==> src/rtl/pcs_tx_width_adapter_if.sv <==
// MAC-side word bus and encoder-side symbol bus of the PCS TX width adapter.
// master: the MAC/encoder environment; slave: the adapter itself.
interface pcs_tx_width_adapter_if #(
  parameter int unsigned MAX_BYTES = 4
);
  logic [5:0]             DataBusWidth;
  logic [8*MAX_BYTES-1:0] MAC_TX_Data;
  logic [MAX_BYTES-1:0]   MAC_TX_Datak;
  logic                   MAC_Data_En;
  logic                   MAC_Ready;
  logic [7:0]             Sym_Data;
  logic                   Sym_K;
  logic                   Sym_Valid;
  logic                   Sym_Ready;

  modport master (
    output DataBusWidth, MAC_TX_Data, MAC_TX_Datak, MAC_Data_En, Sym_Ready,
    input  MAC_Ready, Sym_Data, Sym_K, Sym_Valid
  );

  modport slave (
    input  DataBusWidth, MAC_TX_Data, MAC_TX_Datak, MAC_Data_En, Sym_Ready,
    output MAC_Ready, Sym_Data, Sym_K, Sym_Valid
  );
endinterface

==> src/rtl/pcs_tx_width_adapter.sv <==
// PCS TX width adapter: serialises 8/16/32-bit MAC words into a byte-wide
// symbol stream (LSB first) with a valid/ready handshake toward the encoder.
// Optional SKP ordered-set insertion is enabled by defining PCS_SKP_INSERT_EN.
module pcs_tx_width_adapter #(
  parameter int unsigned MAX_BYTES    = 4,
  parameter int unsigned SKP_INTERVAL = 1180,
  parameter int unsigned SKP_COUNT    = 3
) (
  input logic                   PCLK,
  input logic                   RST_n,
  pcs_tx_width_adapter_if.slave bus
);

  // Reject illegal configurations at elaboration time.
  if (!(MAX_BYTES == 1 || MAX_BYTES == 2 || MAX_BYTES == 4)) begin : g_bad_max_bytes
    $error("pcs_tx_width_adapter: MAX_BYTES must be 1, 2 or 4");
  end
  if (SKP_INTERVAL == 0 || SKP_INTERVAL > 65535 || SKP_COUNT > 255) begin : g_bad_skp_cfg
    $error("pcs_tx_width_adapter: SKP_INTERVAL/SKP_COUNT out of range");
  end

  localparam logic [1:0] StIdle  = 2'd0;
  localparam logic [1:0] StShift = 2'd1;
  localparam logic [1:0] StSkp   = 2'd2;

  localparam logic [7:0] SymCom = 8'hBC;
  localparam logic [7:0] SymSkp = 8'h1C;

  logic [1:0]             state_q, state_d;
  logic [8*MAX_BYTES-1:0] word_q, word_d;
  logic [MAX_BYTES-1:0]   k_q, k_d;
  logic [1:0]             last_q, last_d;     // index of last byte (N-1), latched per word
  logic [1:0]             idx_q, idx_d;
  logic [7:0]             sym_data_q, sym_data_d;
  logic                   sym_k_q, sym_k_d;
  logic                   sym_valid_q, sym_valid_d;

  logic       mac_ready;
  logic       sym_hs;
  logic       accept;
  logic       at_last;
  logic [1:0] idx_inc;
  logic [1:0] width_last;
  logic       skp_due;    // ordered set must be sent at this word boundary

  assign sym_hs  = sym_valid_q & bus.Sym_Ready;
  assign accept  = bus.MAC_Data_En & mac_ready;
  assign at_last = (idx_q == last_q);
  assign idx_inc = idx_q + 2'd1;

  // Decode the active MAC width into N-1; anything unsupported falls back to one byte.
  always_comb begin
    width_last = 2'd0;
    if (bus.DataBusWidth == 6'd16 && MAX_BYTES >= 2) begin
      width_last = 2'd1;
    end else if (bus.DataBusWidth == 6'd32 && MAX_BYTES == 4) begin
      width_last = 2'd3;
    end
  end

`ifdef PCS_SKP_INSERT_EN
  logic [15:0] sym_cnt_q, sym_cnt_d;
  logic        skp_pend_q, skp_pend_d;
  logic [7:0]  skp_idx_q, skp_idx_d;
  logic        cnt_hit;

  // The handshake that brings the counter to the interval counts as due immediately,
  // so the ordered set follows the word that contains that symbol without delay.
  assign cnt_hit = sym_hs && ((sym_cnt_q + 16'd1) == 16'(SKP_INTERVAL));
  assign skp_due = skp_pend_q | cnt_hit;

  // Symbol counter, pending flag and position inside the ordered set.
  always_comb begin
    sym_cnt_d  = sym_cnt_q;
    skp_pend_d = skp_pend_q;
    skp_idx_d  = skp_idx_q;
    if (sym_hs) begin
      sym_cnt_d = sym_cnt_q + 16'd1;
    end
    if (cnt_hit) begin
      skp_pend_d = 1'b1;
    end
    if (state_q != StSkp) begin
      skp_idx_d = 8'd0;
    end else if (sym_hs) begin
      if (skp_idx_q == 8'(SKP_COUNT)) begin
        skp_pend_d = 1'b0;
        sym_cnt_d  = 16'd0;
        skp_idx_d  = 8'd0;
      end else begin
        skp_idx_d = skp_idx_q + 8'd1;
      end
    end
  end

  // SKP bookkeeping registers.
  always_ff @(posedge PCLK or negedge RST_n) begin
    if (!RST_n) begin
      sym_cnt_q  <= 16'd0;
      skp_pend_q <= 1'b0;
      skp_idx_q  <= 8'd0;
    end else begin
      sym_cnt_q  <= sym_cnt_d;
      skp_pend_q <= skp_pend_d;
      skp_idx_q  <= skp_idx_d;
    end
  end
`else
  assign skp_due = 1'b0;
`endif

  // MAC_Ready: open in IDLE, and in SHIFT only when the last byte leaves this cycle.
  always_comb begin
    case (state_q)
      StIdle:  mac_ready = ~skp_due;
      StShift: mac_ready = at_last & bus.Sym_Ready & ~skp_due;
      default: mac_ready = 1'b0;
    endcase
  end

  // Next-state logic: word load, byte shifting and ordered-set emission.
  always_comb begin
    state_d     = state_q;
    word_d      = word_q;
    k_d         = k_q;
    last_d      = last_q;
    idx_d       = idx_q;
    sym_data_d  = sym_data_q;
    sym_k_d     = sym_k_q;
    sym_valid_d = sym_valid_q;
    case (state_q)
      StIdle: begin
`ifdef PCS_SKP_INSERT_EN
        if (skp_due) begin
          state_d     = StSkp;
          sym_data_d  = SymCom;
          sym_k_d     = 1'b1;
          sym_valid_d = 1'b1;
        end else
`endif
        if (accept) begin
          state_d     = StShift;
          word_d      = bus.MAC_TX_Data;
          k_d         = bus.MAC_TX_Datak;
          last_d      = width_last;
          idx_d       = 2'd0;
          sym_data_d  = bus.MAC_TX_Data[7:0];
          sym_k_d     = bus.MAC_TX_Datak[0];
          sym_valid_d = 1'b1;
        end
      end
      StShift: begin
        if (sym_hs) begin
          if (!at_last) begin
            idx_d      = idx_inc;
            sym_data_d = word_q[{idx_inc, 3'b000} +: 8];
            sym_k_d    = k_q[idx_inc];
          end
`ifdef PCS_SKP_INSERT_EN
          else if (skp_due) begin
            state_d     = StSkp;
            idx_d       = 2'd0;
            sym_data_d  = SymCom;
            sym_k_d     = 1'b1;
            sym_valid_d = 1'b1;
          end
`endif
          else if (accept) begin
            // Back-to-back reload: byte 0 of the new word follows with no bubble.
            word_d      = bus.MAC_TX_Data;
            k_d         = bus.MAC_TX_Datak;
            last_d      = width_last;
            idx_d       = 2'd0;
            sym_data_d  = bus.MAC_TX_Data[7:0];
            sym_k_d     = bus.MAC_TX_Datak[0];
            sym_valid_d = 1'b1;
          end else begin
            state_d     = StIdle;
            idx_d       = 2'd0;
            sym_valid_d = 1'b0;
          end
        end
      end
`ifdef PCS_SKP_INSERT_EN
      StSkp: begin
        if (sym_hs) begin
          if (skp_idx_q == 8'(SKP_COUNT)) begin
            state_d     = StIdle;
            sym_valid_d = 1'b0;
          end else begin
            sym_data_d = SymSkp;
            sym_k_d    = 1'b1;
          end
        end
      end
`endif
      default: begin
        state_d     = StIdle;
        idx_d       = 2'd0;
        sym_valid_d = 1'b0;
      end
    endcase
  end

  // Main state and output registers; reset discards any word in flight.
  always_ff @(posedge PCLK or negedge RST_n) begin
    if (!RST_n) begin
      state_q     <= StIdle;
      word_q      <= '0;
      k_q         <= '0;
      last_q      <= 2'd0;
      idx_q       <= 2'd0;
      sym_data_q  <= 8'h00;
      sym_k_q     <= 1'b0;
      sym_valid_q <= 1'b0;
    end else begin
      state_q     <= state_d;
      word_q      <= word_d;
      k_q         <= k_d;
      last_q      <= last_d;
      idx_q       <= idx_d;
      sym_data_q  <= sym_data_d;
      sym_k_q     <= sym_k_d;
      sym_valid_q <= sym_valid_d;
    end
  end

  assign bus.MAC_Ready = mac_ready;
  assign bus.Sym_Data  = sym_data_q;
  assign bus.Sym_K     = sym_k_q;
  assign bus.Sym_Valid = sym_valid_q;

endmodule
==> src/flat_wrapper.sv <==
// flat-port wrapper written by rule: the top's interface ports become plain ports
module pcs_tx_width_adapter_flat 
#(
  parameter int unsigned MAX_BYTES    = 4,
  parameter int unsigned SKP_INTERVAL = 1180,
  parameter int unsigned SKP_COUNT    = 3
)
  (PCLK, RST_n, bus_DataBusWidth, bus_MAC_TX_Data, bus_MAC_TX_Datak, bus_MAC_Data_En, bus_Sym_Ready, bus_MAC_Ready, bus_Sym_Data, bus_Sym_K, bus_Sym_Valid);
  pcs_tx_width_adapter_if #(.MAX_BYTES(MAX_BYTES)) bus_i ();
  input logic PCLK;
  input logic RST_n;
  input wire logic [$bits(bus_i.DataBusWidth)-1:0] bus_DataBusWidth;
  input wire logic [$bits(bus_i.MAC_TX_Data)-1:0] bus_MAC_TX_Data;
  input wire logic [$bits(bus_i.MAC_TX_Datak)-1:0] bus_MAC_TX_Datak;
  input wire logic [$bits(bus_i.MAC_Data_En)-1:0] bus_MAC_Data_En;
  input wire logic [$bits(bus_i.Sym_Ready)-1:0] bus_Sym_Ready;
  output wire logic [$bits(bus_i.MAC_Ready)-1:0] bus_MAC_Ready;
  output wire logic [$bits(bus_i.Sym_Data)-1:0] bus_Sym_Data;
  output wire logic [$bits(bus_i.Sym_K)-1:0] bus_Sym_K;
  output wire logic [$bits(bus_i.Sym_Valid)-1:0] bus_Sym_Valid;
  assign bus_i.DataBusWidth = bus_DataBusWidth;
  assign bus_i.MAC_TX_Data = bus_MAC_TX_Data;
  assign bus_i.MAC_TX_Datak = bus_MAC_TX_Datak;
  assign bus_i.MAC_Data_En = bus_MAC_Data_En;
  assign bus_i.Sym_Ready = bus_Sym_Ready;
  assign bus_MAC_Ready = bus_i.MAC_Ready;
  assign bus_Sym_Data = bus_i.Sym_Data;
  assign bus_Sym_K = bus_i.Sym_K;
  assign bus_Sym_Valid = bus_i.Sym_Valid;
  pcs_tx_width_adapter #(.MAX_BYTES(MAX_BYTES), .SKP_INTERVAL(SKP_INTERVAL), .SKP_COUNT(SKP_COUNT)) u_core (.PCLK(PCLK), .RST_n(RST_n), .bus(bus_i));
endmodule
==> config.mk <==
export PLATFORM = sky130hd
export DESIGN_NAME = pcs_tx_width_adapter_flat
export DESIGN_NICKNAME = d
export VERILOG_FILES = /design/src/rtl/pcs_tx_width_adapter_if.sv /design/src/rtl/pcs_tx_width_adapter.sv /design/src/flat_wrapper.sv
export SDC_FILE = /design/constraint.sdc
export NUM_CORES = 1
export LEC_CHECK = 0
export ABC_CLOCK_PERIOD_IN_PS = 2100
export BUFFER_PORTS_ARGS = -buffer_cell sky130_fd_sc_hd__buf_2
export CORE_MARGIN = 8
export CORE_UTILIZATION = 50
export CTS_CLUSTER_SIZE = 25
export DETAILED_ROUTE_END_ITERATION = 12
export PLACE_DENSITY = 0.75
export SLEW_MARGIN = 5
export SYNTH_ARGS = -nofsm -noshare
export SYNTH_HDL_FRONTEND = slang
export SYNTH_SLANG_ARGS = --single-unit
==> constraint.sdc <==
create_clock -name PCLK -period 2.1 [get_ports PCLK]
set_clock_uncertainty 0.1 [all_clocks]
set_input_delay 0.21 -clock PCLK [delete_from_list [all_inputs] [get_ports PCLK]]
set_output_delay 0.21 -clock PCLK [all_outputs]
set_load 0.02 [all_outputs]
==> impl_metrics.py <==
metrics = {
    "run_status": {
        "outcome": "complete, no violations",
    },
    "layout": {
        "area_delta_synth_final_pct": 19.3,
        "multiInputGateArea_um2": 1010,
        "fin_nets": 270,
        "antenna_cells": 0,
        "final-seq-area_um2": 1280,
        "fillerInstances": 369,
        "drive_above_1_share_pct": 57.6,
    },
    "floorplanning": {
        "design.core.area_um2": 4630,
        "dieWidth_um": 84.8,
        "die_h_um": 84.8,
        "start_util_pct": 51.1,
        "dieArea_um2": 7190,
        "ioPinCount": 57,
        "rows": 25,
    },
    "clock_tree": {
        "worstSkewPairLatency_ns": 0.30,
        "cts.clk_slew.worst_paths_ns": 0.09,
        "ctsResizeCount": 0,
        "postCtsSetupRepairBufs": 0,
        "cts.path.max_buffers": 2,
        "cts_max_level": 2,
        "cts_root_buf": "clkbuf_8",
        "holdBufCountCts": 1,
        "clkSinkCount": 51,
        "numCtsBuffers": 5,
        "cts_tree": "yes",
    },
    "timing": {
        "setup_viol": 0,
        "worstMarginPinSlew_ns": 0.917,
        "finalHoldViolations": 0,
        "whs_ns": 0.00797,
        "post-route-period-util_pct": 87.3,
        "min_period_ns": 1.83,
        "final.setup.tns_ns": 0,
        "fmax_mhz": 546,
        "slew_headroom_pct": 38.3,
        "slew_viol_final": 0,
        "rsz0062_at_grt": "no",
    },
    "route": {
        "routed_wirelength_um": 4730,
        "wl_met1_um": 2180,
        "wl_met3_um": 331,
        "vias": 1546,
        "wire_per_inst_um": 17.0,
        "highest_layer": "met4",
        "dr.pass1.iters": 4,
        "vias_per_cell": 5.56,
        "drc": 0,
        "drt-initial-drc-count": 120,
        "final_antenna_net_count": 0,
        "wl_met2_um": 2140,
    },
    "power": {
        "p_per_area_nw_per_um2": 850,
        "p_int_mw": 1.72,
        "netSwitchingFraction_pct": 28.1,
        "peakVddDrop_mv": 0.495,
        "power.leakage_nw": 1.36,
        "clockPowerShare_pct": 25.8,
        "pwr-share-seq_pct": 49.4,
        "p_comb_share_pct": 24.8,
        "finalPower_mw": 2.40,
        "p_sw_mw": 0.673,
    },
    "synth": {
        "async_reset_ff_share_pct": 100,
        "ys_ff_latch": 51,
        "syn_avg_cell_area_um2": 14.6,
        "synth_edf_count": 0,
        "synth_area_um2": 2370,
        "synth_cell_types": 31,
        "syn_nets": 209,
        "yosysMostFrequentCell": "dfrtp_1",
        "yosysTopAreaCell": "dfrtp_1",
        "synth_cells": 162,
        "yosysWarnings": 0,
        "seq_area_frac_synth_pct": 53.9,
        "yosys-top-cells-area": "dfrtp_1, mux2_2, mux4_2",
        "synth_common_cells": "dfrtp_1, mux2_2, mux4_2, o221a_2, or3_1",
        "synth_top_area_share_pct": 53.9,
        "synthFlopType": "dfrtp_1",
    },
    "setup_path": {
        "regToRegEndpoint": "u_core.bus.Sym_Data[4]$_DFFE_PN0P_",
        "critPathKind": "flip-flop to flip-flop",
        "crit_start": "u_core.bus.Sym_Valid$_DFFE_PN0P_",
        "worst_setup_path_end_kind": "flip-flop",
        "endpoint": "u_core.bus.Sym_Data[4]$_DFFE_PN0P_",
        "r2r_cells": 4,
        "critical_path_arrival_ns": 1.98,
        "reg2reg_slack_ns": 0.27,
        "cp.required_ns": 2.25,
        "crit_path_start_kind": "flip-flop",
        "path_max_fanout": 9,
        "worstReg2RegStart": "u_core.bus.Sym_Valid$_DFFE_PN0P_",
    },
    "hold_path": {
        "worstHoldPathType": "primary input to flip-flop",
    },
    "global_route": {
        "grt_max_degree": 41,
        "grt_pass1_vias": 1747,
        "track_usage_pct": 14.5,
        "antenna_found_initial": 0,
        "grt_pass1_wl_um": 8300,
        "grt.overflow.total": 0,
    },
    "place": {
        "place.gp.congestion": 0.743,
        "port_buffers": 56,
        "dp_hpwl_um": 3490,
    },
    "job": {
        "drv_cap": 0,
    },
}
[registers in the layout (all words and copies together) (netlist names)]
register and flops:
u_core.last_q 2, u_core.word_q 32, u_core.idx_q 2, u_core.bus.Sym_Valid 1, u_core.state_q 1, u_core.bus.Sym_Data 8
u_core.k_q 4, u_core.bus.Sym_K 1
[area by class of cell]
class	count	area share (%)
Clock buffer	7	3.41
Clock inverter	1	0.266
Inverter	4	0.532
Multi-Input combinational cell	98	35.9
Sequential cell	51	45.2
Tap cell	54	2.39
Timing Repair Buffer	63	12.3
[worst max-delay path: stages, from the launching register on]
cell and delay [ns]:
dfrtp_1 0.43, nand2_1 0.12, a21boi_0 0.75, or3_1 0.22, o221a_2 0.17
[layout by cell type, fill, tap and decap left out, types with 2 or more instances in the layout]
cell,netlist,final
nor2_1,2,2
buf_2,2,56
clkbuf_8,0,7
o221a_2,9,9
nand3_1,2,2
mux4_2,9,9
dfrtp_1,51,51
xnor2_2,2,2
buf_4,3,5
or3_1,9,9
inv_1,4,4
o21ai_0,3,3
mux2_2,36,36
a21oi_1,3,3
nor3_1,2,2
nand2_1,8,8
[worst min path at each step]
| stage | depth (start not counted) | slack (ns) | start | end |
|---|---|---|---|---|
| 2_1_floorplan | 0 | -0.19 | RST_n | u_core.bus.Sym_Data[0]$_DFFE_PN0P_ |
| 3_3_place_gp | 1 | 0.23 | RST_n | u_core.k_q[3]$_DFFE_PN0P_ |
| 3_5_place_dp | 1 | 0.23 | RST_n | u_core.word_q[2]$_DFFE_PN0P_ |
| 4_1_cts | 2 | 0.007 | bus_DataBusWidth[4] | u_core.last_q[1]$_DFFE_PN0P_ |
| 5_1_grt | 2 | 0.02 | bus_DataBusWidth[4] | u_core.last_q[1]$_DFFE_PN0P_ |
| 6_report | 2 | 0.008 | bus_DataBusWidth[4] | u_core.last_q[1]$_DFFE_PN0P_ |
[per-layer routing]
| layer | track usage [%] | vias up |
|---|---|---|
| li1 | - | 732 |
| met1 | 18.6 | 762 |
| met2 | 21.7 | 44 |
| met3 | 4.98 | 8 |
| met4 | 6.15 | 0 |
| met5 | 0 | - |
[logic make-up after synthesis]
logic type / synth area share, %
and+or+nand+nor: 5.92
AOI/OAI and AO/OA: 8.88
buffers and inverters: 3.28
adders and majority gates: 0.529
DFF: 53.9
xor gates and xnor gates: 1.75
muxes: 25.7
[power groups by stage]
stage          combinational [mW]  sequential (mW)  clock, mW
6_report                    0.594             1.19      0.619
5_1_grt                     0.650             1.20      0.667
4_1_cts                     0.606             1.19      0.632
3_5_place_dp                0.605             1.20          0
3_3_place_gp                0.585             1.20          0
2_1_floorplan               0.333             1.26          0
[per-stage QoR]
stage               area [um2]  util (%)  cells  setup WS, ns
floorplan                 2370         -    162         0.277
global placement          2710      58.5    269         0.328
detailed placement        2710      58.5    269         0.299
CTS                       2820      61.0    278         0.250
global route              2820      61.0    278        0.0891
finish                    2820      61.0    278         0.268
Note: power is estimated with default switching activity, not from simulation.
